===== config.mk =====
export PLATFORM = sky130hd
export DESIGN_NAME = sr_latch_ctrl_flat
export DESIGN_NICKNAME = d
export VERILOG_FILES = /design/src/rtl/sr_latch_ctrl_pkg.sv /design/src/rtl/sr_latch_ctrl_if.sv /design/src/rtl/rr_arbiter.sv /design/src/rtl/sr_latch_ctrl.sv /design/src/flat_wrapper.sv
export SDC_FILE = /design/constraint.sdc
export NUM_CORES = 1
export LEC_CHECK = 0
export BUFFER_PORTS_ARGS = -buffer_cell sky130_fd_sc_hd__buf_2
export CAP_MARGIN = 20
export CORE_ASPECT_RATIO = 0.6
export CORE_MARGIN = 2
export CORE_UTILIZATION = 41
export DETAILED_ROUTE_END_ITERATION = 7
export PLACE_DENSITY = 0.79
export SETUP_SLACK_MARGIN = 0.1
export SYNTH_ARGS = -nofsm -noshare
export SYNTH_HDL_FRONTEND = slang
export SYNTH_SLANG_ARGS = --single-unit

===== constraint.sdc =====
create_clock -name clk -period 3.9 [get_ports clk]
set_clock_uncertainty 0.2 [all_clocks]
set_input_delay 0.195 -clock clk [delete_from_list [all_inputs] [get_ports clk]]
set_output_delay 0.195 -clock clk [all_outputs]
set_load 0.01 [all_outputs]

===== src/rtl/sr_latch_ctrl_pkg.sv =====
// rtl/sr_latch_ctrl_pkg.sv - shared types and constants for the SR latch controller
//
// Holds the controller state encoding and the set/reset opcode values used by
// requesters and by the pulse driver.
package sr_latch_ctrl_pkg;

    typedef enum logic [1:0] {
        IDLE  = 2'd0,
        PULSE = 2'd1,
        RECOV = 2'd2
    } state_t;

    localparam logic OP_SET = 1'b1;
    localparam logic OP_RST = 1'b0;

endpackage


===== src/rtl/sr_latch_ctrl_if.sv =====
// rtl/sr_latch_ctrl_if.sv - requester/completion bundle for the SR latch controller
//
// Ports (signals):
//   req_valid  [N_REQ]       request pending per requester
//   req_op     [N_REQ]       1 = set, 0 = reset per requester
//   req_idx    [N_REQ*IDXW]  target latch, requester k at [k*IDXW +: IDXW]
//   req_ready  [N_REQ]       one-hot grant
//   done_valid               one-cycle completion strobe
//   done_id    [IDW]         requester that completed
//   done_err                 completion error, qualified by done_valid
// Modports: master = requester side, slave = controller side.
interface sr_latch_ctrl_if #(
    parameter int N_REQ = 4,
    parameter int IDXW  = 3
);
    localparam int IDW = $clog2(N_REQ);

    logic [N_REQ-1:0]      req_valid;
    logic [N_REQ-1:0]      req_op;
    logic [N_REQ*IDXW-1:0] req_idx;
    logic [N_REQ-1:0]      req_ready;
    logic                  done_valid;
    logic [IDW-1:0]        done_id;
    logic                  done_err;

    modport master (
        output req_valid, req_op, req_idx,
        input  req_ready, done_valid, done_id, done_err
    );

    modport slave (
        input  req_valid, req_op, req_idx,
        output req_ready, done_valid, done_id, done_err
    );

endinterface


===== src/rtl/rr_arbiter.sv =====
// rtl/rr_arbiter.sv - combinational round-robin pick
//
// Ports:
//   req     [N]   request vector
//   ptr     [PW]  last winner; search starts at ptr+1 and wraps
//   grant   [N]   one-hot winner (all zero when no request)
//   gnt_id  [PW]  index of the winner
//   gnt_any       at least one request present
module rr_arbiter #(
    parameter int N  = 4,
    parameter int PW = $clog2(N)
) (
    input  logic [N-1:0]  req,
    input  logic [PW-1:0] ptr,
    output logic [N-1:0]  grant,
    output logic [PW-1:0] gnt_id,
    output logic          gnt_any
);

    logic found;

    // Walk N positions starting just after the previous winner; the first
    // requester seen wins, so the previous winner is considered last.
    always_comb begin
        grant  = '0;
        gnt_id = '0;
        found  = 1'b0;
        for (int i = 1; i <= N; i++) begin
            if (!found && req[(int'(ptr) + i) % N]) begin
                found                        = 1'b1;
                grant[(int'(ptr) + i) % N]   = 1'b1;
                gnt_id                       = PW'((int'(ptr) + i) % N);
            end
        end
        gnt_any = found;
    end

endmodule


===== src/rtl/sr_latch_ctrl.sv =====
// rtl/sr_latch_ctrl.sv - round-robin shared SR latch pulse controller
//
// Optional feature macro: SR_LATCH_CTRL_VERIFY_EN (read back q_in after each
// pulse and flag a mismatch in done_err).
//
// Ports:
//   clk, rst          clock, synchronous active-high reset
//   bus (slave)       requests, one-hot grant, completion strobe
//   s_out, r_out      set/reset drive to the latch bank (at most one bit high)
//   q_in              latch q feedback (used only with the verify feature)
//   busy              high whenever the FSM is not IDLE
module sr_latch_ctrl
    import sr_latch_ctrl_pkg::*;
#(
    parameter int N_REQ     = 4,
    parameter int N_LATCH   = 8,
    parameter int IDXW      = 3,
    parameter int PULSE_CYC = 2,
    parameter int RECOV_CYC = 1
) (
    input  logic               clk,
    input  logic               rst,
    sr_latch_ctrl_if.slave     bus,
    output logic [N_LATCH-1:0] s_out,
    output logic [N_LATCH-1:0] r_out,
    input  logic [N_LATCH-1:0] q_in,
    output logic               busy
);

    localparam int IDW  = $clog2(N_REQ);
    localparam int MAXC = (PULSE_CYC > RECOV_CYC) ? PULSE_CYC : RECOV_CYC;
    localparam int CW   = $clog2(MAXC + 1);

    localparam logic [CW-1:0]   PULSE_LD  = CW'(PULSE_CYC);
    localparam logic [CW-1:0]   RECOV_LD  = CW'(RECOV_CYC);
    localparam logic [CW-1:0]   CNT_ONE   = CW'(1);
    localparam logic [IDXW:0]   LATCH_LIM = (IDXW + 1)'(N_LATCH);

    state_t            state, state_nxt;
    logic [CW-1:0]     cnt, cnt_nxt;
    logic [IDW-1:0]    ptr;
    logic [IDW-1:0]    id_q;
    logic              op_q;
    logic [IDXW-1:0]   idx_q;
    logic              err_q;
    logic              done_valid_q;
    logic [IDW-1:0]    done_id_q;
    logic              done_err_q;

    logic [N_REQ-1:0]  grant;
    logic [IDW-1:0]    gnt_id;
    logic              gnt_any;
    logic              accept;
    logic              win_op;
    logic [IDXW-1:0]   win_idx;
    logic              win_in_range;
    logic              verify_miss;

    rr_arbiter #(.N(N_REQ), .PW(IDW)) u_arb (
        .req     (bus.req_valid),
        .ptr     (ptr),
        .grant   (grant),
        .gnt_id  (gnt_id),
        .gnt_any (gnt_any)
    );

    assign win_op       = bus.req_op[gnt_id];
    assign win_idx      = bus.req_idx[int'(gnt_id) * IDXW +: IDXW];
    assign win_in_range = ({1'b0, win_idx} < LATCH_LIM);

`ifdef SR_LATCH_CTRL_VERIFY_EN
    logic q_sel;

    always_comb begin
        q_sel = 1'b0;
        for (int i = 0; i < N_LATCH; i++) begin
            if (IDXW'(i) == idx_q) q_sel = q_in[i];
        end
    end

    // Sampled on the first recovery cycle, after the pulse has had time to
    // propagate; range-error transactions never pulsed so they are skipped.
    assign verify_miss = (state == RECOV) && (cnt == RECOV_LD) &&
                         ({1'b0, idx_q} < LATCH_LIM) && (q_sel != op_q);
`else
    logic unused_q_in;
    assign unused_q_in = ^q_in;
    assign verify_miss = 1'b0;
`endif

    always_comb begin
        state_nxt     = state;
        cnt_nxt       = cnt;
        accept        = 1'b0;
        bus.req_ready = '0;
        s_out         = '0;
        r_out         = '0;
        case (state)
            IDLE: begin
                bus.req_ready = grant;
                if (gnt_any) begin
                    accept = 1'b1;
                    if (win_in_range) begin
                        state_nxt = PULSE;
                        cnt_nxt   = PULSE_LD;
                    end else begin
                        state_nxt = RECOV;
                        cnt_nxt   = RECOV_LD;
                    end
                end
            end
            PULSE: begin
                // Only the captured latch is driven, and S/R come from op and
                // its complement, so S&R can never overlap.
                for (int i = 0; i < N_LATCH; i++) begin
                    if (IDXW'(i) == idx_q) begin
                        s_out[i] = (op_q == OP_SET);
                        r_out[i] = (op_q == OP_RST);
                    end
                end
                if (cnt == CNT_ONE) begin
                    state_nxt = RECOV;
                    cnt_nxt   = RECOV_LD;
                end else begin
                    cnt_nxt = cnt - CNT_ONE;
                end
            end
            RECOV: begin
                if (cnt == CNT_ONE) begin
                    state_nxt = IDLE;
                    cnt_nxt   = '0;
                end else begin
                    cnt_nxt = cnt - CNT_ONE;
                end
            end
            default: begin
                state_nxt = IDLE;
                cnt_nxt   = '0;
            end
        endcase
    end

    always_ff @(posedge clk) begin
        if (rst) begin
            state        <= IDLE;
            cnt          <= '0;
            ptr          <= IDW'(N_REQ - 1);
            id_q         <= '0;
            op_q         <= 1'b0;
            idx_q        <= '0;
            err_q        <= 1'b0;
            done_valid_q <= 1'b0;
            done_id_q    <= '0;
            done_err_q   <= 1'b0;
        end else begin
            state        <= state_nxt;
            cnt          <= cnt_nxt;
            err_q        <= err_q | verify_miss;
            // Strobe lands on the first IDLE cycle after recovery.
            done_valid_q <= (state == RECOV) && (cnt == CNT_ONE);
            if ((state == RECOV) && (cnt == CNT_ONE)) begin
                done_id_q  <= id_q;
                done_err_q <= err_q | verify_miss;
            end
            if (accept) begin
                ptr   <= gnt_id;
                id_q  <= gnt_id;
                op_q  <= win_op;
                idx_q <= win_idx;
                err_q <= !win_in_range;
            end
        end
    end

    assign bus.done_valid = done_valid_q;
    assign bus.done_id    = done_id_q;
    assign bus.done_err   = done_err_q;
    assign busy           = (state != IDLE);

endmodule


===== src/flat_wrapper.sv =====
// flat-port wrapper written by rule: the top's interface ports become plain ports
module sr_latch_ctrl_flat import sr_latch_ctrl_pkg::*;
#(
    parameter int N_REQ     = 4,
    parameter int N_LATCH   = 8,
    parameter int IDXW      = 3,
    parameter int PULSE_CYC = 2,
    parameter int RECOV_CYC = 1
)
  (clk, rst, s_out, r_out, q_in, busy, bus_req_valid, bus_req_op, bus_req_idx, bus_req_ready, bus_done_valid, bus_done_id, bus_done_err);
  sr_latch_ctrl_if #(.N_REQ(N_REQ), .IDXW(IDXW)) bus_i ();
  input  logic clk;
  input  logic rst;
  output logic [N_LATCH-1:0] s_out;
  output logic [N_LATCH-1:0] r_out;
  input  logic [N_LATCH-1:0] q_in;
  output logic busy;
  input wire logic [$bits(bus_i.req_valid)-1:0] bus_req_valid;
  input wire logic [$bits(bus_i.req_op)-1:0] bus_req_op;
  input wire logic [$bits(bus_i.req_idx)-1:0] bus_req_idx;
  output wire logic [$bits(bus_i.req_ready)-1:0] bus_req_ready;
  output wire logic [$bits(bus_i.done_valid)-1:0] bus_done_valid;
  output wire logic [$bits(bus_i.done_id)-1:0] bus_done_id;
  output wire logic [$bits(bus_i.done_err)-1:0] bus_done_err;
  assign bus_i.req_valid = bus_req_valid;
  assign bus_i.req_op = bus_req_op;
  assign bus_i.req_idx = bus_req_idx;
  assign bus_req_ready = bus_i.req_ready;
  assign bus_done_valid = bus_i.done_valid;
  assign bus_done_id = bus_i.done_id;
  assign bus_done_err = bus_i.done_err;
  sr_latch_ctrl #(.N_REQ(N_REQ), .N_LATCH(N_LATCH), .IDXW(IDXW), .PULSE_CYC(PULSE_CYC), .RECOV_CYC(RECOV_CYC)) u_core (.clk(clk), .rst(rst), .bus(bus_i), .s_out(s_out), .r_out(r_out), .q_in(q_in), .busy(busy));
endmodule

# Word level (Yosys, flattened, before mapping)
# Cells that the tools add are included.
totals:
  ff_bits: 15
op_classes:
  n_addsub: 5
  mul: 1
  n_lt_le_gt_ge: 9
  n_eq_ne: 13
  n_shift: 1
  n_mux: 63
  bitwise_logic: 8
  reduce_logical: 19
op_table:
  columns: ["cell", "n"]
  rows:
  - ["$mux W1", 35]
  - ["$shiftx A12 B32 Y3", 1]
  - ["$mux W2", 10]
  - ["$mux W4", 5]
  - ["$lt A3 B4 Y1 const B", 4]
  - ["$mux W8", 2]
  - ["$eq A3 B3 Y1 const A", 4]
  - ["$ge A3 B1 Y1 const B", 4]
  - ["$or A4 B4 Y4", 3]
  - ["$pmux W2 S3", 2]
  - ["$bmux W1 S2", 5]
  - ["$demux W1 S2", 4]
  - ["$logic_and A1 B1 Y1", 8]
  - ["$reduce_or A2 Y1", 4]
  - ["$eq A2 B3 Y1 const A", 2]
  - ["$ne A2 B1 Y1 const B", 3]
  - ["$add A2 B1 Y2 const B", 2]
  - ["$add A2 B2 Y2 const B", 2]
  - ["$and A1 B1 Y1 const A", 4]
  - ["$eq A2 B1 Y1 const B", 2]
  - ["$mul A2 B2 Y4 const B", 1]
  - ["$eq A1 B3 Y1 const A", 1]
  - ["$logic_not A1 Y1", 3]
  - ["$logic_not A3 Y1", 1]
  - ["7 further kinds", 7]

# Depth between registers and ports, before layout
# Gate-level depths: netlist (run 1).
logic_depth:
  ltp_word: 18
  ltp_mapped: 11
  ltp_nobuf: 8

# Modules after synthesis
# Synthesis (run 1) repeated with hierarchy kept, for this count alone.
unflattened:
  cells_unflattened: 174
  area_unflattened_um2: 1403.8
by_module_without_submodules:
  columns: ["mod", "n_inst", "cells_each", "area_per_inst_um2", "seq_area_each_um2"]
  rows:
  - ["sr_latch_ctrl", 1, 106, 878.3, 300.3]
  - ["rr_arbiter", 1, 68, 525.5, 0.0]

# Worst setup path after synthesis (run 1)
# Ideal clock, no wire load.
synth_timing:
  path_kind: "reg2reg"
  start: "register u_core.ptr[0]"
  end: "register u_core.idx_q[2]"
  setup_ps: 122
  arrival_ps: 2942
  setup_slack_ps: 636
  path_stages_with_launch: 10
  path_cell_list: "dfxtp_1 > buf_2 > clkinv_1 > ha_1 > clkbuf_1 > mux2i_1 > o211ai_1 > a21oi_1 > mux2_2 > a311o_1"
synth_via:
  elab_chain_cells: 16
synth_lines:
  columns: ["item", "line_no", "text"]
  rows:
  - ["start: declaration", "sr_latch_ctrl.sv:41", "logic [IDW-1:0] ptr;"]
  - ["start signal: assignment", "sr_latch_ctrl.sv:147", "ptr <= IDW'(N_REQ - 1);"]
  - ["start signal: assignment", "sr_latch_ctrl.sv:166", "ptr <= gnt_id;"]
  - ["$add A2 B1 Y2", "rr_arbiter.sv:29, rr_arbiter.sv:32", null]
  - ["$bmux W1 S2", "rr_arbiter.sv:29", "if (!found && req[(int'(ptr) + i) % N]) begin"]
  - ["$mux W1 (not written as such) (2 in a row)", "rr_arbiter.sv:29", null]
  - ["$mux W1", "rr_arbiter.sv:29", null]
  - ["$logic_not A1 Y1", "rr_arbiter.sv:29", null]
  - ["$logic_and A1 B1 Y1", "rr_arbiter.sv:29", null]
  - ["$mux W1", "rr_arbiter.sv:29", null]
  - ["$logic_not A1 Y1", "rr_arbiter.sv:29", null]
  - ["$logic_and A1 B1 Y1", "rr_arbiter.sv:29", null]
  - ["$mux W1", "rr_arbiter.sv:29", null]
  - ["$logic_not A1 Y1", "rr_arbiter.sv:29", null]
  - ["$logic_and A1 B1 Y1", "rr_arbiter.sv:29", null]
  - ["$mux W2 / $mux W1 (equally long branches)", "rr_arbiter.sv:29", null]
  - ["$mul A2 B2 Y4 / $mux W1 (equally long branches)", "sr_latch_ctrl.sv:68, sr_latch_ctrl.sv:101", null]
  - ["$shiftx A12 B32 Y3 / $mux W1 (equally long branches)", "sr_latch_ctrl.sv:68, sr_latch_ctrl.sv:98", null]
  - ["end signal: assignment", "sr_latch_ctrl.sv:169", "idx_q <= win_idx;"]
  - ["end: declaration", "sr_latch_ctrl.sv:44", "logic [IDXW-1:0] idx_q;"]
# Parallel ways exist; a longest one is shown, timed or not. The select of a mux whose other input is x is not followed.
# A chain may end at the register's enable or synchronous reset.

# Worst setup path in the final report (run 1)
layout_timing:
  start: "register u_core.ptr[1]"
  end: "register u_core.op_q"
layout_via:
  elab_chain_cells: 16
layout_lines:
  columns: ["item", "line_no", "text"]
  rows:
  - ["$add A2 B1 Y2", "rr_arbiter.sv:29, rr_arbiter.sv:32", null]
  - ["$bmux W1 S2", "rr_arbiter.sv:29", null]
  - ["$mux W1 (not written as such) (2 in a row)", "rr_arbiter.sv:29", null]
  - ["$mux W1", "rr_arbiter.sv:29", null]
  - ["$logic_not A1 Y1", "rr_arbiter.sv:29", null]
  - ["$logic_and A1 B1 Y1", "rr_arbiter.sv:29", null]
  - ["$mux W1", "rr_arbiter.sv:29", null]
  - ["$logic_not A1 Y1", "rr_arbiter.sv:29", null]
  - ["$logic_and A1 B1 Y1", "rr_arbiter.sv:29", null]
  - ["$mux W1", "rr_arbiter.sv:29", null]
  - ["$logic_not A1 Y1", "rr_arbiter.sv:29", null]
  - ["$logic_and A1 B1 Y1", "rr_arbiter.sv:29", null]
  - ["$mux W2 / $mux W1 (equally long branches)", "rr_arbiter.sv:29", null]
  - ["$bmux W1 S2 / $mux W1 (equally long branches)", "sr_latch_ctrl.sv:67, sr_latch_ctrl.sv:101", null]
  - ["$mux W1 (on tied branches)", "sr_latch_ctrl.sv:67, sr_latch_ctrl.sv:98", null]
  - ["end signal: assignment", "sr_latch_ctrl.sv:168", "op_q <= win_op;"]
  - ["end: declaration", "sr_latch_ctrl.sv:43", "logic op_q;"]
# Parallel ways exist; a longest one is shown, timed or not. The select of a mux whose other input is x is not followed.

==> reports/qor_table.md, run 1 <==
| Stage | Parameter | Value |
|:---|:---|:---|
| clock tree | Maximum level of the CTS H-tree | 1 |
| logic synthesis | Top-count cell post-synth | sky130_fd_sc_hd__nor2_1 |
| outcome | Outcome | finished clean |
| routing | DR pass1 iterations | 5 |
| worst setup path | Kind of end point of the critical path | flop |
| worst setup path | Slowest stage cell on the critical path | sky130_fd_sc_hd__a21oi_1 |
| global route | First-pass GRT wire length | 5.354 mm |
| logic synthesis | Largest area contributor in the netlist | sky130_fd_sc_hd__dfxtp_1 |
| timing | Highest Clock Rate | 324.9 MHz |
| min path | Worst hold path type | in2reg |
| worst setup path | Reg2reg path depth | 7 |
| logic synthesis | EDFF count, synth | 0 |
| clock tree | Resized Gates After CTS | 0 |
| worst setup path | Maximum fanout along the worst path | 8 |
| cells and area | Final net count | 265 |
| routing | Number of nets with antenna violations after detailed routing | 0 |
| worst setup path | Setup crit start kind | flop |
| pwr | Power share of the sequential group | 28.7% |
| worst setup path | Worst-path cell chain | inv_1 > ha_1 > mux2i_1 > o211ai_1 > a21oi_1 > mux2_2 > a311o_1 |
| clock tree | Clock latency on the worst-skew pair | 0.25 ns |
| cells and area | Final core area utilization | 52.07% |
| global route | Overflow left after global routing | 0 |
| worst setup path | Required arrival time at the worst endpoint | 3.83 ns |
| pwr | Clk pwr share | 17.9% |
| timing | Number of slew-limit violations in the final report | 0 |
| global route | Pin count of the biggest net entering global routing | 20 |
| global route | Number of antenna violations at the first check in global routing | 0 |
| timing | Setup TNS | 0 ns |
| clock tree | Number of clock sinks seen by CTS | 15 |
| timing | Transition time at the pin with the least slew margin | 0.7833 ns |
| routing | Overall routed net length | 3.420 mm |
| placed design | Port Buffers | 45 |
| routing | Number of design rule violations left after detail routing | 0 |
| floorplan | Starting density of the core | 43.83% |
| cells and area | Diode insertion count for antenna repair | 0 |
| pwr | Static Leakage | 0.8072 nW |
| global route | Vias in the first global route | 1125 |
| timing | Tmin final | 3.078 ns |
| logic synthesis | Number of register bits inferred by synthesis | 15 |
| pwr | P_int | 411.6 µW |
| floorplan | Height of the chip | 50.17 µm |
| worst setup path | Setup slack on the worst flop-to-flop path | 0.82 ns |
| timing | Unrepaired setup endpoints after global routing | no |
| floorplan | Die width | 80.95 µm |
| floorplan | I/O Pins | 55 |
| cells and area | Syn-to-layout area delta | 18.81% |
| worst setup path | Critical setup path kind | reg2reg |
| floorplan | Row count | 16 |
| floorplan | Total die area | 4061 µm² |
| global route | All-layer global routing usage | 16.83% |
| clock tree | Total CTS buffers | 3 |
| timing | Slew HR | 47.78% |
| logic synthesis | Synthesized area per cell | 7.788 µm² |
| clock tree | Clock tree from TritonCTS | yes |
| worst setup path | Start of the worst register-to-register path | u_core.ptr[1] |
| logic synthesis | Number of instances in the synthesized netlist | 187 |
| clock tree | Max clock buf depth | 2 |
| min path | Beginning of the worst hold path | rst |
| worst setup path | R2r endpoint | u_core.op_q |
| pwr | Switching power summed over all nets | 279.3 µW |
| cells and area | Layout cells sized above 1 | 29.46% |
| routing | Vias per Instance | 5.513 |
| placed design | HPWL after DPL | 2.608 mm |
| min path | Worst Hold Path EP | u_core.cnt[0] |
| worst setup path | Delay of the slowest cell on the worst path | 0.63 ns |
| clock tree | Clk Tree Root Cell | sky130_fd_sc_hd__clkbuf_8 |
| pwr | Switching power share of the total | 40.42% |
| clock tree | Clock transition at the register clock pins on the worst setup and hold paths after CTS | 0.06 ns |
| placed design | Routability Congestion | 0.8092 |
| pwr | Worst IR Drop VDD | 0.0001913 V |
| logic synthesis | Number of distinct standard cells referenced by the synthesized netlist | 43 |
| routing | Violation count after the first detailed-route iteration | 118 |
| floorplan | Floorplan Core Area | 3323 µm² |
| logic synthesis | Synthesis warning total | 0 |
| flow run | MaxCap Viol Count | 0 |
| pwr | Power density relative to cell area | 399.3 nW/µm² |
| logic synthesis | FFs w/ async S/R, synth | 0% |
| min path | Number of cells traversed by the worst hold path | 2 |
| logic synthesis | Sequential cell area fraction in the yosys report | 20.62% |
| logic synthesis | Area share of the largest cell type after synthesis | 20.62% |
| timing | Setup violation total in the final timing report | 0 |
| logic synthesis | Synth Cell Area | 1456 µm² |
| logic synthesis | Prevailing post-synth register cell | sky130_fd_sc_hd__dfxtp_1 |
| routing | Total via count in the routed design | 1483 |
| timing | Share of the cycle needed by the critical path after routing | 78.92% |
| timing | Endpoints failing hold | 0 |
| logic synthesis | Synth top cells by count | sky130_fd_sc_hd__nor2_1 (42), sky130_fd_sc_hd__dfxtp_1 (15), sky130_fd_sc_hd__ha_1 (10) |
| pwr | Relative contribution of combinational cells to total power | 53.4% |
| logic synthesis | Largest cells by area after synthesis | sky130_fd_sc_hd__dfxtp_1 (21%), sky130_fd_sc_hd__nor2_1 (11%), sky130_fd_sc_hd__ha_1 (8.6%), sky130_fd_sc_hd__mux2i_1 (5.5%), sky130_fd_sc_hd__mux2_2 (4.6%) |
| clock tree | Number of hold buffers added after CTS | 0 |
| worst setup path | WP data arrival | 3.01 ns |
| clock tree | Post-CTS Setup Repair Bufs | 0 |
| logic synthesis | Net count after synthesis | 227 |
| routing | Post-DR wirelength/cell | 12.71 µm |
power by group through the flow:
stage	logic, mW	clock network [mW]	registers (mW)
floorplan	0.291	0	0.196
finish	0.369	0.124	0.198
global route	0.408	0.133	0.203
CTS	0.367	0.125	0.197
global placement	0.362	0	0.199
detailed placement	0.366	0	0.201
layout make-up:
| cell class | count | area (µm²) |
|---|---|---|
| fill | 338 | 1593 |
| clock buffer | 4 | 45.04 |
| inverter | 6 | 22.52 |
| multi-input combinational | 150 | 1051 |
| sequential | 15 | 300.3 |
| timing repair buffer | 49 | 255.2 |
| tap | 45 | 56.30 |
worst max-delay path by stage:
stage	cells after the start	end	from
2_1_floorplan	9	u_core.idx_q[2]	u_core.ptr[0]
3_3_place_gp	7	u_core.op_q	u_core.ptr[1]
3_5_place_dp	7	u_core.op_q	u_core.ptr[1]
4_1_cts	7	u_core.op_q	u_core.ptr[1]
5_1_grt	7	u_core.op_q	u_core.ptr[1]
6_report	7	u_core.op_q	u_core.ptr[1]
placed cells by master, fill, tap and decap left out, types with 4 or more instances in the layout:
cell and n:
sky130_fd_sc_hd__ha_1 10, sky130_fd_sc_hd__dfxtp_1 15, sky130_fd_sc_hd__nand2_1 8, sky130_fd_sc_hd__nor2_1 42, sky130_fd_sc_hd__a221oi_1 5, sky130_fd_sc_hd__mux2i_1 8, sky130_fd_sc_hd__inv_1 5, sky130_fd_sc_hd__nor4_1 6
sky130_fd_sc_hd__mux2_2 6, sky130_fd_sc_hd__nor3_1 7, sky130_fd_sc_hd__a21oi_1 8, sky130_fd_sc_hd__nor2b_1 4, sky130_fd_sc_hd__buf_2 45, sky130_fd_sc_hd__buf_4 4, sky130_fd_sc_hd__a22oi_1 4
worst max-delay path, delay by kind of cell (launching register included):
family	cells	cell delay [ns]
buffers and inverters	1	0.11
AO/OA/AOI/OAI	3	1.13
multiplexers	2	0.68
adder cells (fa/ha/maj)	1	0.52
flip-flops	1	0.32
layer usage:
layer | track usage (%) | wire length (µm) | vias to the layer above | share of wire [%]
met2 | 21.07 | 1298 | 65 | 38
met3 | 4.496 | 304 | 6 | 8.9
li1 | - | - | 754 | -
met4 | 3.390 | 29 | 0 | 0.85
met1 | 27.61 | 1786 | 658 | 52
met5 | 0 | 0 | - | 0
metrics by stage:
step / worst slack, ns / power [mW] / area (µm²) / hold WS, ns / cells
floorplan: 0.6363 / 0.4867 / 1456 / 0.2439 / 187
global placement: 0.8992 / 0.5610 / 1685 / 0.2540 / 265
detailed placement: 0.8477 / 0.5668 / 1685 / 0.2573 / 265
CTS: 0.8439 / 0.6898 / 1730 / 0.1112 / 269
global route: 0.6559 / 0.7435 / 1730 / 0.1316 / 269
finish: 0.8223 / 0.6910 / 1730 / 0.1136 / 269
kinds of logic (layout without fill, tap and decap cells):
| group | after synthesis | after routing | share of synthesized area, % |
|---|---|---|---|
| AOI/OAI and AO/OA | 35 | 35 | 18.04 |
| and+or+nand+nor | 86 | 86 | 28.69 |
| muxes | 18 | 18 | 16.58 |
| buffers and inverters | 22 | 59 | 7.216 |
| DFF | 15 | 15 | 20.62 |
| adders and majority gates | 10 | 10 | 8.591 |
| other | 1 | 1 | 0.2575 |
sequential cells by signal (all words and copies together) (netlist names):
signal / cells
u_core.bus.done_id: 2
u_core.bus.done_valid: 1
u_core.cnt: 2
u_core.id_q: 2
u_core.idx_q: 3
u_core.op_q: 1
u_core.ptr: 2
u_core.state: 2
(Power assumes the default switching activity.)
==> run 2, diff against run 1 <==
ABC_AREA = 1   (was not set)
clock period = 3.1 ns   (was 3.9 ns; I/O delays follow)
==> run 2 against run 1 <==
Against the previous run:
- register-to-register slack got worse by 0.21 ns
- hold slack worse by 0.10 ns
- cell count rose by 20%
- highest routed layer unchanged
==> reports/qor_table.md, run 2 <==
| Stage | Parameter | Value |
|:---|:---|:---|
| routing | Violation count after the first detailed-route iteration | 127 |
| logic synthesis | Sequential cell area fraction in the yosys report | 20.76% |
| logic synthesis | Synthesis warning total | 0 |
| logic synthesis | Largest cells by area after synthesis | sky130_fd_sc_hd__dfxtp_1 (21%), sky130_fd_sc_hd__nand2_1 (13%), sky130_fd_sc_hd__nand3_1 (12%), sky130_fd_sc_hd__ha_1 (8.7%), sky130_fd_sc_hd__inv_1 (8.0%) |
| clock tree | Post-CTS Setup Repair Bufs | 0 |
| pwr | Relative contribution of combinational cells to total power | 74.8% |
| timing | Min Hold Slack | 0.01323 ns |
| cells and area | Syn-to-layout area delta | 24.22% |
| timing | Highest Clock Rate | 356.4 MHz |
| timing | Tmin final | 2.806 ns |
| cells and area | Layout cells sized above 1 | 27.34% |
| pwr | Static Leakage | 0.9910 nW |
| worst setup path | Crit-path leading delay family | simple AND/OR/NAND/NOR gates |
| clock tree | Max clock buf depth | 2 |
| global route | Vias in the first global route | 1417 |
| logic synthesis | Number of register bits inferred by synthesis | 15 |
| clock tree | Clock transition at the register clock pins on the worst setup and hold paths after CTS | 0.06 ns |
| worst setup path | Required arrival time at the worst endpoint | 2.74 ns |
| placed design | Post-Place Setup Slack | 0.4869 ns |
| logic synthesis | Synthesized area per cell | 6.372 µm² |
| worst setup path | Number of buffers and inverters on the critical path | 5 |
| cells and area | Finished Cell Area | 1797 µm² |
| cells and area | Flip-flop count of the largest register, all copies and words added | 3 |
| logic synthesis | Area share of xor/xnor cells in the synthesized design | 0% |
| logic synthesis | Top-count cell post-synth | sky130_fd_sc_hd__nand2_1 |
| logic synthesis | Number of instances in the synthesized netlist | 227 |
| timing | Setup TNS | 0 ns |
| routing | Post-DR wirelength/cell | 11.31 µm |
| routing | Metal-1 WL | 1.820 mm |
| logic synthesis | Largest area contributor in the netlist | sky130_fd_sc_hd__dfxtp_1 |
| pwr | Worst IR Drop VDD | 0.0005294 V |
| global route | First-pass GRT wire length | 6.216 mm |
| cells and area | Commonest cells after routing, fill and taps aside | sky130_fd_sc_hd__nand2_1 (52), sky130_fd_sc_hd__buf_2 (45), sky130_fd_sc_hd__nand3_1 (34) |
| floorplan | I/O Pins | 55 |
| logic synthesis | Adder-cell share of the synthesized area | 8.651% |
| pwr | Clk pwr share | 8.5% |
| floorplan | Row count | 16 |
| routing | Vias per Instance | 5.012 |
| floorplan | Floorplan Core Area | 3323 µm² |
| global route | Pin count of the biggest net entering global routing | 14 |
| cells and area | Most frequent standard cell in the layout excluding fill and tap cells | sky130_fd_sc_hd__nand2_1 |
| floorplan | Height of the chip | 50.01 µm |
| routing | Number of nets with antenna violations after detailed routing | 0 |
| routing | Number of design rule violations left after detail routing | 0 |
| worst setup path | WP data arrival | 2.45 ns |
| routing | Met3 Routed Length | 286 µm |
| timing | Number of slew-limit violations in the final report | 0 |
| clock tree | Number of clock sinks seen by CTS | 15 |
| pwr | Power density relative to cell area | 1044 nW/µm² |
| logic synthesis | Area share of the largest cell type after synthesis | 20.76% |
| global route | All-layer global routing usage | 19.35% |
| timing | Unrepaired setup endpoints after global routing | no |
| worst setup path | Critical setup path kind | reg2out |
| outcome | Outcome | finished clean |
| logic synthesis | Net count after synthesis | 267 |
| clock tree | Total CTS buffers | 3 |
| logic synthesis | Main combinational cell family by area after synthesis | simple AND/OR/NAND/NOR gates |
| routing | Total via count in the routed design | 1619 |
| logic synthesis | FFs w/ async S/R, synth | 0% |
| pwr | Power share of the sequential group | 16.6% |
| routing | DR pass1 iterations | 4 |
| global route | Overflow left after global routing | 0 |
| placed design | Cell area after placement | 1720 µm² |
| cells and area | Register with the most flip-flops | u_core.idx_q |
| floorplan | Starting density of the core | 43.52% |
| pwr | Switching power summed over all nets | 1.066 mW |
| clock tree | Maximum level of the CTS H-tree | 1 |
| worst setup path | Slowest stage cell on the critical path | sky130_fd_sc_hd__dfxtp_2 |
| placed design | Count of placed standard cells including taps | 316 |
| timing | Share of the cycle needed by the critical path after routing | 90.51% |
| pwr | Switching power share of the total | 56.83% |
| timing | Setup violation total in the final timing report | 0 |
| worst setup path | CP dominant cell by count | sky130_fd_sc_hd__inv_1 |
| worst setup path | Kind of end point of the critical path | output pin |
| logic synthesis | Prevailing post-synth register cell | sky130_fd_sc_hd__dfxtp_1 |
| pwr | Total power draw | 1.876 mW |
| placed design | Port Buffers | 45 |
| logic synthesis | Number of distinct standard cells referenced by the synthesized netlist | 27 |
| routing | Routed length on met2 | 1.534 mm |
| logic synthesis | Portion of netlist area occupied by mux cells | 0% |
| flow run | MaxCap Viol Count | 0 |
| floorplan | Die width | 80.68 µm |
| clock tree | Clock tree from TritonCTS | yes |
| logic synthesis | Synth top cells by count | sky130_fd_sc_hd__nand2_1 (52), sky130_fd_sc_hd__nand3_1 (34), sky130_fd_sc_hd__inv_1 (31) |
| routing | Overall routed net length | 3.654 mm |
| worst setup path | Maximum fanout along the worst path | 9 |
| timing | Final setup slack of the worst path | 0.2941 ns |
| clock tree | Clock latency on the worst-skew pair | 0.25 ns |
| cells and area | Fin cells | 323 |
| worst setup path | Delay of the slowest cell on the worst path | 0.42 ns |
| placed design | HPWL after DPL | 2.863 mm |
| clock tree | Clk Tree Root Cell | sky130_fd_sc_hd__clkbuf_8 |
| worst setup path | Worst-path cell chain | inv_1 > ha_1 > inv_1 > nand2_4 > nand2_4 > nor2_8 > nand2_2 > inv_1 > nand3_1 > a31o_2 > inv_1 > buf_2 |
| logic synthesis | EDFF count, synth | 0 |
| cells and area | Diode insertion count for antenna repair | 0 |
| timing | Endpoints failing hold | 0 |
| placed design | Routability Congestion | 0.8626 |
| floorplan | Total die area | 4034 µm² |
| logic synthesis | Synth Cell Area | 1446 µm² |
| logic synthesis | Synthesized-area fraction occupied by and/or/nand/nor cells | 47.84% |
| pwr | P_int | 810.1 µW |
| cells and area | Final net count | 319 |
| routing | Uppermost signal routing layer after detailed routing | met4 |
| worst setup path | Setup crit start kind | flop |
| cells and area | Final core area utilization | 54.07% |
| min path | Worst hold path type | in2reg |
| logic synthesis | Complex-gate fraction of the synthesized area | 12.02% |
| global route | Number of antenna violations at the first check in global routing | 0 |
[run 2: changes by cell type after synthesis, sizes merged, moves of 6 or more]
cell / change
mux2i: -8
clkbuf: -9
mux2: -6
nor3: -6
nand3: +34
nor2: -13
nor4: -6
a21oi: +7
inv: +28
nand2: +57
[run 2: metal layers]
layer	global-route usage, %	up-vias
li1	-	838
met1	28.05	725
met2	28.19	54
met3	5.495	2
met4	4.237	0
met5	0	-
[run 2: worst paths after layout]
path                            slack (ns)               endpoint                   from  depth (start not counted)
worst max-delay path                  0.29       bus_req_ready[1]          u_core.ptr[1]                         12
worst min register to register        0.26  u_core.bus.done_id[1]  u_core.bus.done_id[1]                          2
worst min-delay path                  0.01        u_core.idx_q[2]        bus_req_idx[11]                          5
worst max register to register        0.61            u_core.op_q          u_core.ptr[1]                         13
[run 2: area by class of cell]
| type | count | area [µm²] |
|---|---|---|
| fillers | 346 | 1526 |
| clock buffers | 4 | 45.04 |
| inverters | 33 | 128.9 |
| multi-input cells | 176 | 994.7 |
| flip-flops and latches | 15 | 301.5 |
| repair buffers | 50 | 270.3 |
| well taps | 45 | 56.30 |
[run 2: what timing repair did]
item	in CTS	in global routing
endpoints found under the hold margin	3	0
setup endpoints to repair	0	4
resized for setup	0	1
hold buffers	3	0
[run 2: logic make-up (layout without fill, tap and decap cells)]
logic type,Yosys count,count (layout)
and+or+nand+nor,136,136
other,1,1
DFF,15,15
buffers and inverters,36,87
adders and majority gates,10,10
AOI/OAI and AO/OA,29,29
[run 2: tightest hold or removal path: cells and delay by family]
kind,cells,cell delay [ns]
simple gates,3,0.17
compound gates,1,0.04
buf+inv,1,0.07
[run 2: power by group through the flow]
| stage | sequential [mW] | clock, mW | combinational [mW] |
|---|---|---|---|
| 6_report | 0.312 | 0.160 | 1.40 |
| 5_1_grt | 0.319 | 0.172 | 1.59 |
| 4_1_cts | 0.309 | 0.164 | 1.39 |
| 3_5_place_dp | 0.313 | 0 | 1.38 |
| 3_3_place_gp | 0.313 | 0 | 1.35 |
| 2_1_floorplan | 0.310 | 0 | 1.08 |
==> run 3, diff against run 2 <==
ABC_AREA = not set   (was 1)
CORE_UTILIZATION = 49   (was 41)
PLACE_DENSITY = 0.9   (was 0.79)
==> run 3 against run 2 <==
Against the previous run:
- maximum frequency rose by 0.12%
- first-iteration DRC count down 47%
- clock-buffer cell count unchanged
- critical path depth fell by 2
- clock power is 3% lower
- sequential power decreased by 20%
- flip-flop and latch count is the same
- sequential share of layout area grew 0.29 points
- worst setup slack improved by 0.0033 ns
- non-clock buffer count up 1
- die area shrank 15%
- utilization is 7.6 points higher
- critical path type unchanged
- critical endpoint is now bus_req_ready[0]
- largest power group unchanged
==> reports/qor_table.md, run 3 (synthesized netlist as in run 1, its figures left out) <==
| Stage | Parameter | Value |
|:---|:---|:---|
| clock tree | Clock transition at the register clock pins on the worst setup and hold paths after CTS | 0.06 ns |
| clock tree | Number of clock sinks seen by CTS | 15 |
| timing | Transition time at the pin with the least slew margin | 0.5163 ns |
| routing | Overall routed net length | 3.641 mm |
| worst setup path | Maximum fanout along the worst path | 8 |
| global route | Number of antenna violations at the first check in global routing | 0 |
| cells and area | Final-layout fill cell count | 266 |
| placed design | Routability Congestion | 0.9400 |
| worst setup path | Required arrival time at the worst endpoint | 2.74 ns |
| clock tree | Resized Gates After CTS | 0 |
| cells and area | Diode insertion count for antenna repair | 0 |
| clock tree | Number of hold buffers added after CTS | 0 |
| global route | Pin count of the biggest net entering global routing | 20 |
| clock tree | Post-CTS Setup Repair Bufs | 0 |
| floorplan | Height of the chip | 46.23 µm |
| outcome | Outcome | finished clean |
| cells and area | Sequential cell area in the final layout | 300.3 µm² |
| pwr | Static Leakage | 0.8197 nW |
| floorplan | I/O Pins | 55 |
| worst setup path | Kind of end point of the critical path | output pin |
| cells and area | Final net count | 267 |
| clock tree | Clk Tree Root Cell | sky130_fd_sc_hd__clkbuf_8 |
| cells and area | Syn-to-layout area delta | 20.79% |
| cells and area | Layout cells sized above 1 | 31.42% |
| timing | Setup TNS | 0 ns |
| global route | First-pass GRT wire length | 5.554 mm |
| timing | Slew HR | 65.58% |
| timing | Unrepaired setup endpoints after global routing | no |
| placed design | HPWL after DPL | 2.732 mm |
| clock tree | Max clock buf depth | 2 |
| timing | Share of the cycle needed by the critical path after routing | 90.41% |
| routing | Post-DR wirelength/cell | 13.59 µm |
| pwr | Power density relative to cell area | 516.2 nW/µm² |
| cells and area | Most frequent standard cell in the layout excluding fill and tap cells | sky130_fd_sc_hd__buf_2 |
| timing | Number of slew-limit violations in the final report | 0 |
| routing | DR pass1 iterations | 5 |
| pwr | Worst IR Drop VDD | 0.0001922 V |
| floorplan | Total die area | 3439 µm² |
| placed design | Port Buffers | 45 |
| floorplan | Row count | 15 |
| clock tree | Maximum level of the CTS H-tree | 1 |
| cells and area | Register with the most flip-flops | u_core.idx_q |
| worst setup path | Critical setup path kind | reg2out |
| timing | Setup violation total in the final timing report | 0 |
| global route | Vias in the first global route | 1228 |
| routing | Vias per Instance | 5.556 |
| flow run | MaxCap Viol Count | 0 |
| cells and area | Flip-flop count of the largest register, all copies and words added | 3 |
| floorplan | Die width | 74.38 µm |
| cells and area | Combined area of the multi-input logic cells | 1067 µm² |
| worst setup path | WP data arrival | 2.45 ns |
| min path | Worst hold path type | in2reg |
| routing | Violation count after the first detailed-route iteration | 67 |
| floorplan | Starting density of the core | 51.05% |
| clock tree | Clock tree from TritonCTS | yes |
| worst setup path | Setup crit start kind | flop |
| timing | Endpoints failing hold | 0 |
| global route | All-layer global routing usage | 21.39% |
| timing | Highest Clock Rate | 356.8 MHz |
| cells and area | Commonest cells after routing, fill and taps aside | sky130_fd_sc_hd__buf_2 (45), sky130_fd_sc_hd__nor2_1 (42), sky130_fd_sc_hd__dfxtp_1 (15) |
| clock tree | Total CTS buffers | 3 |
| clock tree | Clock latency on the worst-skew pair | 0.25 ns |
| routing | Total via count in the routed design | 1489 |
| timing | Tmin final | 2.803 ns |
| routing | Number of design rule violations left after detail routing | 0 |
| pwr | Total power draw | 908.2 µW |
| floorplan | Floorplan Core Area | 2853 µm² |
| routing | Number of nets with antenna violations after detailed routing | 0 |
| global route | Overflow left after global routing | 0 |
==> run 3: cell count changes in the layout (fill, tap and decap cells not counted), sizes merged, moves of 7 or more <==
| cell | before | now |
|---|---|---|
| nand2 | 65 | 8 |
| nor2 | 29 | 42 |
| mux2i | 0 | 8 |
| a21oi | 17 | 10 |
| inv | 33 | 5 |
| nand3 | 37 | 3 |
==> run 3: final timing paths <==
| kind | start | endpoint | slack (ns) | cells past startpoint |
|---|---|---|---|---|
| worst min-delay path | rst | u_core.cnt[0] | 0.08 | 2 |
| worst min register to register | u_core.bus.done_id[0] | u_core.bus.done_id[0] | 0.26 | 2 |
| worst max-delay path | u_core.ptr[1] | bus_req_ready[0] | 0.30 | 10 |
| worst max register to register | u_core.ptr[1] | u_core.idx_q[2] | 0.37 | 7 |
==> run 3: area by class of cell <==
| class | count | share of cell area, % |
|---|---|---|
| clock buffers | 4 | 2.560 |
| inverters | 6 | 1.351 |
| multi-input cells | 150 | 60.67 |
| flip-flops and latches | 15 | 17.07 |
| well taps | 42 | 2.987 |
| repair buffers | 51 | 15.36 |
==> run 3: layer usage <==
layer,share of wire [%],vias up,global-route usage [%]
met2,42,62,35.22
li1,-,752,-
met3,7.9,0,4.595
met5,0,-,0
met4,0,0,2.500
met1,50,675,29.99
==> run 3: critical path, stage by stage (launching register included) <==
cell,delay [ns]
sky130_fd_sc_hd__dfxtp_1,0.32
sky130_fd_sc_hd__inv_1,0.14
sky130_fd_sc_hd__ha_4,0.38
sky130_fd_sc_hd__mux4_2,0.37
sky130_fd_sc_hd__nor2b_1,0.18
sky130_fd_sc_hd__buf_4,0.17
sky130_fd_sc_hd__a22oi_1,0.14
sky130_fd_sc_hd__nor2_1,0.06
sky130_fd_sc_hd__a221oi_1,0.23
sky130_fd_sc_hd__nor2_1,0.06
sky130_fd_sc_hd__buf_2,0.14
==> run 3: stage by stage <==
step                      area [µm²]  utilization (%)  setup WS [ns]  cells  hold WS (ns)
after floorplan                 1463                -         0.1333    187        0.2419
after detailed placement        1702            59.65         0.2280    264        0.2483
after global routing            1759            61.67         0.1360    268       0.09854
after global placement          1702            59.65         0.3173    264        0.2430
after CTS                       1747            61.23         0.1506    268       0.07391
final                           1759            61.67         0.2974    268       0.07696
==> run 3: where the power goes <==
| part | switching, mW | total [mW] | internal (mW) |
|---|---|---|---|
| combinational | 0.275 | 0.502 | 0.227 |
| clock | 0.0648 | 0.156 | 0.0910 |
| sequential | 0.0307 | 0.251 | 0.220 |
